$ cat src/rtl/st_ctrl_pkg.sv
// Shared types and constants for the strobe burst scheduler.
package st_ctrl_pkg;

  localparam int DEFAULT_PRD_W = 16;
  localparam int DEFAULT_LEN_W = 8;
  localparam int NUM_REQ       = 2;

  typedef enum logic [1:0] {
    IDLE = 2'd0,
    RUN  = 2'd1,
    DONE = 2'd2
  } state_t;

  // One-hot grant/done vector for a requester index.
  function automatic logic [NUM_REQ-1:0] req_onehot(input logic idx);
    return idx ? 2'b10 : 2'b01;
  endfunction

endpackage

$ cat src/rtl/st_tick.sv
// Period counter: counts 0..prd-1 while enabled and flags the last count.
module st_tick
  import st_ctrl_pkg::*;
#(
  parameter int PRD_W = DEFAULT_PRD_W
) (
  input  logic             clk,
  input  logic             rst,
  input  logic             clr,
  input  logic             en,
  input  logic [PRD_W-1:0] prd,
  output logic             tick
);

  localparam logic [PRD_W-1:0] ONE = PRD_W'(1);

  logic [PRD_W-1:0] cnt;
  logic             at_end;

  // The caller guarantees prd >= 1, so the counter never exceeds prd-1.
  assign at_end = (cnt == (prd - ONE));
  assign tick   = en & at_end;

  // Count while enabled, wrapping at prd-1; clear has priority.
  // NOTE: state registers use non-blocking (<=) so every flop samples pre-edge values.
  always_ff @(posedge clk or posedge rst) begin
    if (rst) begin
      cnt <= '0;
    end else if (clr) begin
      cnt <= '0;
    end else if (en) begin
      cnt <= at_end ? '0 : cnt + ONE;
    end
  end

endmodule

$ cat src/rtl/st_burst_ctrl.sv
// Round-robin strobe burst scheduler: grants one of two requesters a burst
// of len strobes spaced period clocks apart, then pulses done.
module st_burst_ctrl
  import st_ctrl_pkg::*;
#(
  parameter int PRD_W = DEFAULT_PRD_W,
  parameter int LEN_W = DEFAULT_LEN_W
) (
  input  logic               clk,
  input  logic               rst,
  input  logic [NUM_REQ-1:0] req,
  input  logic [PRD_W-1:0]   prd0,
  input  logic [PRD_W-1:0]   prd1,
  input  logic [LEN_W-1:0]   len0,
  input  logic [LEN_W-1:0]   len1,
  output logic [NUM_REQ-1:0] gnt,
  output logic               st,
  output logic               busy,
  output logic [NUM_REQ-1:0] done
);

  localparam logic [PRD_W-1:0] PRD_ONE = PRD_W'(1);
  localparam logic [LEN_W-1:0] LEN_ONE = LEN_W'(1);

  state_t           state;
  logic             prio;      // requester that wins when both ask
  logic             sel;       // requester currently granted
  logic [PRD_W-1:0] prd_l;
  logic [LEN_W-1:0] len_l;
  logic [LEN_W-1:0] bcnt;

  logic             win;
  logic [PRD_W-1:0] win_prd;
  logic [LEN_W-1:0] win_len;
  logic             burst_end;
  logic             tick;
  logic             tick_en;
  logic             tick_clr;

  // With both requesting the pointer decides; otherwise the lone requester wins.
  assign win     = (&req) ? prio : req[1];
  assign win_prd = win ? prd1 : prd0;
  assign win_len = win ? len1 : len0;

  // Once the last strobe is issued the period counter stops so no extra tick appears.
  assign burst_end = (bcnt == len_l);
  assign tick_en   = (state == RUN) && !burst_end;
  assign tick_clr  = (state == IDLE);

  st_tick #(
    .PRD_W(PRD_W)
  ) u_tick (
    .clk (clk),
    .rst (rst),
    .clr (tick_clr),
    .en  (tick_en),
    .prd (prd_l),
    .tick(tick)
  );

  // Scheduler FSM with registered gnt/st/busy/done.
  always_ff @(posedge clk or posedge rst) begin
    if (rst) begin
      state <= IDLE;
      gnt   <= '0;
      st    <= 1'b0;
      busy  <= 1'b0;
      done  <= '0;
      prio  <= 1'b0;
      sel   <= 1'b0;
      prd_l <= '0;
      len_l <= '0;
      bcnt  <= '0;
    end else begin
      // Pulses default low and are raised only by the branch that owns them.
      st   <= 1'b0;
      done <= '0;
      case (state)
        IDLE: begin
          if (|req) begin
            gnt   <= req_onehot(win);
            busy  <= 1'b1;
            sel   <= win;
            prio  <= ~win;
            prd_l <= (win_prd == '0) ? PRD_ONE : win_prd;
            len_l <= win_len;
            bcnt  <= '0;
            if (win_len == '0) begin
              state <= DONE;
              done  <= req_onehot(win);
            end else begin
              state <= RUN;
            end
          end
        end
        RUN: begin
          st <= tick;
          if (tick) begin
            bcnt <= bcnt + LEN_ONE;
          end
          if (!req[sel]) begin
            state <= IDLE;
            gnt   <= '0;
            busy  <= 1'b0;
          end else if (burst_end) begin
            state <= DONE;
            done  <= gnt;
          end
        end
        DONE: begin
          state <= IDLE;
          gnt   <= '0;
          busy  <= 1'b0;
        end
        default: begin
          state <= IDLE;
          gnt   <= '0;
          busy  <= 1'b0;
        end
      endcase
    end
  end

endmodule

$ cat config.mk
export PLATFORM = sky130hd
export DESIGN_NAME = st_burst_ctrl
export DESIGN_NICKNAME = d
export VERILOG_FILES = /design/src/rtl/st_ctrl_pkg.sv /design/src/rtl/st_tick.sv /design/src/rtl/st_burst_ctrl.sv
export SDC_FILE = /design/constraint.sdc
export NUM_CORES = 1
export LEC_CHECK = 0
export BUFFER_PORTS_ARGS = -buffer_cell sky130_fd_sc_hd__buf_2
export CORE_UTILIZATION = 50
export CTS_CLUSTER_SIZE = 10
export DETAILED_ROUTE_END_ITERATION = 16
export GPL_TIMING_DRIVEN = 0
export PLACE_DENSITY = 0.72
export SLEW_MARGIN = 25
export SYNTH_ARGS = -nofsm -noshare
export SYNTH_HDL_FRONTEND = slang
export SYNTH_HIERARCHICAL = 1
export SYNTH_SLANG_ARGS = --single-unit
$ cat constraint.sdc
create_clock -name clk -period 5.1 [get_ports clk]
set_clock_uncertainty 0.15 [all_clocks]
set_input_delay 0.255 -clock clk [delete_from_list [all_inputs] [get_ports clk]]
set_output_delay 0.255 -clock clk [all_outputs]
set_load 0.01 [all_outputs]
[Word-level counts from Yosys, hierarchy flattened]
Index checks and enable logic that the tools add are counted.
W data, S select, Z words.
Storage, ports and cells
  register bits: 58
  input bits: 52
  output and inout bits: 6
Cells by class
  add/sub/neg operators: 3
  magnitude comparators: 1
  equality and inequality tests: 7
  multiplexer cells: 30
  bitwise logic cells: 2
  reduce and logical (&&, ||, !) cells: 13
Operators with widths (count)
  $mux W16: 5
  $mux W8: 3
  $mux W2: 11
  $add A16 B1 Y16 const B: 1
  $eq A16 B16 Y1: 1
  $logic_not A16 Y1: 1
  $pmux W8 S2: 1
  $sub A16 B1 Y16 const B: 1
  $pmux W2 S2: 3
  $add A8 B1 Y8 const B: 1
  $eq A8 B8 Y1: 1
  $logic_not A8 Y1: 1
  $reduce_and A2 Y1: 4
  $mux W1: 6
  $ne A2 B2 Y1 const B: 2
  $reduce_bool A2 Y1: 2
  $ne A3 B3 Y1 const B: 1
  $reduce_and A3 Y1: 1
  $eq A2 B1 Y1 const B: 1
  $logic_not A2 Y1: 1
  $lt A1 B2 Y1 const B: 1
  $ne A2 B1 Y1 const B: 1
  $pmux W1 S2: 1
  $reduce_or A2 Y1: 1
  other kinds (4): 4

[Depth between registers and ports, before layout]
  word-level depth: 7
  mapped depth: 13

[Hierarchy]
The synthesis kept the hierarchy.
By module, submodules not included
  st_burst_ctrl: instances 1, cells an instance 209, area each 2127.0 sq um, seq. area each 1051.0 sq um
  st_tick: instances 1, cells an instance 168, area each 1400.1 sq um, seq. area each 400.4 sq um

[Worst setup path after synthesis]
No wires, ideal clock.
  path kind: register to register
  from: register prd_l[2]
  to: register bcnt[7]
  setup time: 122 ps
  arrival time: 3132 ps
  path slack: 1696 ps
  cell stages (with the launch flop): 12
  path buffers: 1
  period minus slack after synthesis: 3404 ps
  cell sequence: dfrtp_1 > or4_1 > buf_6 > or2_1 > o31a_1 > nor4_2 > o2111ai_2 > nor2_1 > nand3b_4 > or4_1 > nand3_1 > o21ai_1
On the way
  longest elaborated chain between the ends: 5
Ends and longest elaborated chain
  from (decl): line st_burst_ctrl.sv:28  | logic [PRD_W-1:0] prd_l;
  from (signal assigned): line st_burst_ctrl.sv:85  | prd_l <= (win_prd == '0) ? PRD_ONE : win_prd;
  $sub A16 B1 Y16: line st_tick.sv:21  | assign at_end = (cnt == (prd - ONE));
  $eq A16 B16 Y1: line st_tick.sv:21
  $and A1 B1 Y1: line st_tick.sv:22  | assign tick = en & at_end;
  named net tick: line st_burst_ctrl.sv:36  | logic tick;
  $ne A2 B2 Y1 (no line)
  $reduce_and A3 Y1 (no line)
  to (signal assigned): line st_burst_ctrl.sv:99  | bcnt <= bcnt + LEN_ONE;
  to (decl): line st_burst_ctrl.sv:30  | logic [LEN_W-1:0] bcnt;
The timed path passes the listed nets, and every way through them passes these cells.
A chain may end at the register's enable or synchronous reset.

[Worst setup path after layout]
  from: register prd_l[0]
  to: register bcnt[4]
The elaborated chain is that of the path after synthesis.

==> flow_summary.yaml <==
outcome:
  status: "completed"
power:
  switching_share: 0.401
  leakagePower_nw: 1.87
  combPwrFrac: 0.380
  vdd_ir_drop_max_mv: 0.209
  p_seq_frac: 0.393
  p_sw_uw: 765
  internal-power_mw: 1.14
  clkPwrFrac: 0.227
  cellPowerDensity_nw_per_um2: 459
global_route:
  antenna_found_initial: 0
  grt_max_degree: 29
  grt.overflow.total: 0
  grt_usage: 0.247
  grt_pass1_vias: 2808
  grt_pass1_wl_mm: 13.9
die:
  rows: 30
  die_y_um: 86.0
  coreArea_um2: 6790
  ios: 58
  dieArea_um2: 7390
  start_util: 0.519
  fp.dieW_um: 86.0
placed_design:
  pre_cts_ws_ns: 1.32
  dp_hpwl_mm: 6.53
  port_buffers: 55
  globalplace.congestion: 0.840
layout:
  fin_util: 0.612
  area_growth_pct: 17.8
  layout_commonest_cell: "buf_2"
  drive_above_1_share: 0.227
  mostFrequentLayoutCells: "buf_2 (59), dfrtp_1 (58), nand2_1 (40)"
  num_antenna_cells: 0
  n_fill_cell: 590
  fin_nets: 500
synthesis:
  synth_cell_type_count: 53
  syn_inst: 377
  ys_seq_area_frac: 0.411
  yosysWarnings: 6
  syn-num-nets: 432
  synth-seq-cells: 58
  synth_area_per_cell_um2: 9.36
  synth-edff-count: 0
  synthesis.area_um2: 3530
  synthArstFlopShare: 1.00
  synth-main-ff-cell: "dfrtp_1"
  yosysTopAreaCell: "dfrtp_1"
  synth_area_leaders: "dfrtp_1 (41%), mux2i_1 (7.1%), xnor2_1 (6.2%)"
  synth_top_area_share: 0.411
timing:
  fin_ws_ns: 1.25
  rsz0062_at_grt: "false"
  tightest_slew_ns: 0.756
  finalCritPeriodShare: 0.754
  finalSetupTns_ns: 0
  slew_headroom: 0.494
  fmax_mhz: 260
  post-route-min-period_ns: 3.85
  setup_viol: 0
  slew_viol_final: 0
  hold_violations: 0
  holdWs_ns: 0.0497
detailed_routing:
  num_vias: 3015
  drc: 0
  via_per_inst: 5.52
  ant_nets: 0
  drt_iter0_markers: 180
  routedWlPerCell_um: 15.5
  routed_wl_mm: 8.46
  drtPass1Iterations: 4
critical_path:
  cp_slowest_cell: "or3b_2"
  crit_chain: "inv_1 > ha_1 > clkbuf_1 > or3b_2 > nor4_1 > a31oi_1 > nor4_2 > o2111ai_2 > nor2_1 > nand4b_1 > or3_2 > a21oi_1"
  path_delay_family: "simple AND/OR/NAND/NOR gates"
  critPathMaxStageDelay_ns: 0.51
  path_buf_inv: 2
  worstPathRequired_ns: 5.22
  critPathLaunchType: "register"
  cp-end-kind: "register"
  reg2reg_from: "prd_l[0]"
  r2r_cells: 12
  arrival_ns: 3.97
  crit_type: "reg2reg"
  worst-path-max-fanout: 8
  ff2ff_setup_slack_ns: 1.25
  regToRegEndpoint: "bcnt[4]"
clock_network:
  worstSkewPairLatency_ns: 0.34
  root_buffer: "clkbuf_8"
  cts_tree: "yes"
  post_cts.repair.setup_buffers: 0
  path_clk_slew_ns: 0.07
  cts_max_level: 3
  ctsHoldBuffers: 1
  ctsResizeCount: 0
  cts_max_path_buffers: 2
  numCtsBuffers: 9
  clock-sinks: 58
job:
  drv_cap: 0
hold_path:
  holdPathStages: 3
  hold_path_startpoint: "len1[3]"
  hold_class: "in2reg"
  holdPathEnd: "len_l[3]"
## Yosys cell counts, types with 3 or more instances
master,count
nor2_1,27
nor3_1,8
nand3b_1,3
or4_1,3
nand2b_1,6
dfrtp_1,58
or3_1,4
inv_1,9
o21ai_1,3
clkbuf_1,5
a21oi_1,9
xor2_1,19
mux2i_1,25
buf_2,4
nor4_1,21
nand4_1,12
buf_6,5
clkbuf_2,3
a31oi_1,4
xnor2_1,25
nand2_1,40
nand3_1,8
nor3b_1,3
o21ai_0,30
ha_1,3
## flip-flops by register name, indices dropped and copies added (netlist names), 2 cells and up
| register | cells |
|---|---|
| u_tick/cnt | 16 |
| bcnt | 8 |
| state | 2 |
| done | 2 |
| prd_l | 16 |
| gnt | 2 |
| len_l | 8 |
## worst max path at each step
stage,start,endpoint,cells past startpoint
floorplan,prd_l[2],bcnt[7],11
detailed placement,prd_l[0],bcnt[4],12
global placement,prd_l[0],bcnt[4],12
global route,prd_l[0],bcnt[4],12
finish,prd_l[0],bcnt[4],12
CTS,prd_l[0],bcnt[7],13
## per-stage QoR
stage	total power, mW	cells	instance area (um2)
after CTS	1.92	546	4160
after floorplan	1.27	377	3530
after global routing	2.04	546	4160
final	1.91	546	4160
after detailed placement	1.48	529	3940
after global placement	1.45	528	3920
## power by group through the flow
stage	Sequential, mW	Combinational [mW]	Clock (mW)
global placement	0.749	0.704	0
global route	0.769	0.807	0.461
floorplan	0.711	0.561	0
finish	0.749	0.726	0.434
detailed placement	0.755	0.723	0
CTS	0.746	0.727	0.445
## area by class of cell
type                            count  area [um2]  area share
Sequential cell                    58        1450       0.349
Buffer                             17         110      0.0265
Tap cell                           96         120      0.0289
Multi-Input combinational cell    293        1930       0.465
Timing Repair Buffer               57         305      0.0734
Inverter                            9        33.8     0.00813
Clock inverter                      6        66.3      0.0160
Clock buffer                       10         138      0.0331
## layer usage
layer / track usage / vias up / part of all wire
met1: 0.331 / 1427 / 0.46
met3: 0.0385 / 10 / 0.044
met5: 0 / - / 0
li1: - / 1497 / -
met4: 0.117 / 0 / 0.016
met2: 0.392 / 81 / 0.48
## cell families after synthesis
logic type / synth area share
flip-flops: 0.411
XOR/XNOR: 0.109
AO/OA/AOI/OAI: 0.118
buffers and inverters: 0.0408
AND/OR/NAND/NOR: 0.232
adder cells (fa/ha/maj): 0.0106
multiplexers: 0.0773
## worst min-delay path: cells and delay by family
family	cells	cell delay (ns)
AOI/OAI and AO/OA	1	0.11
buffers and inverters	1	0.09
muxes	1	0.06
Note: power is estimated with default switching activity, not from simulation.
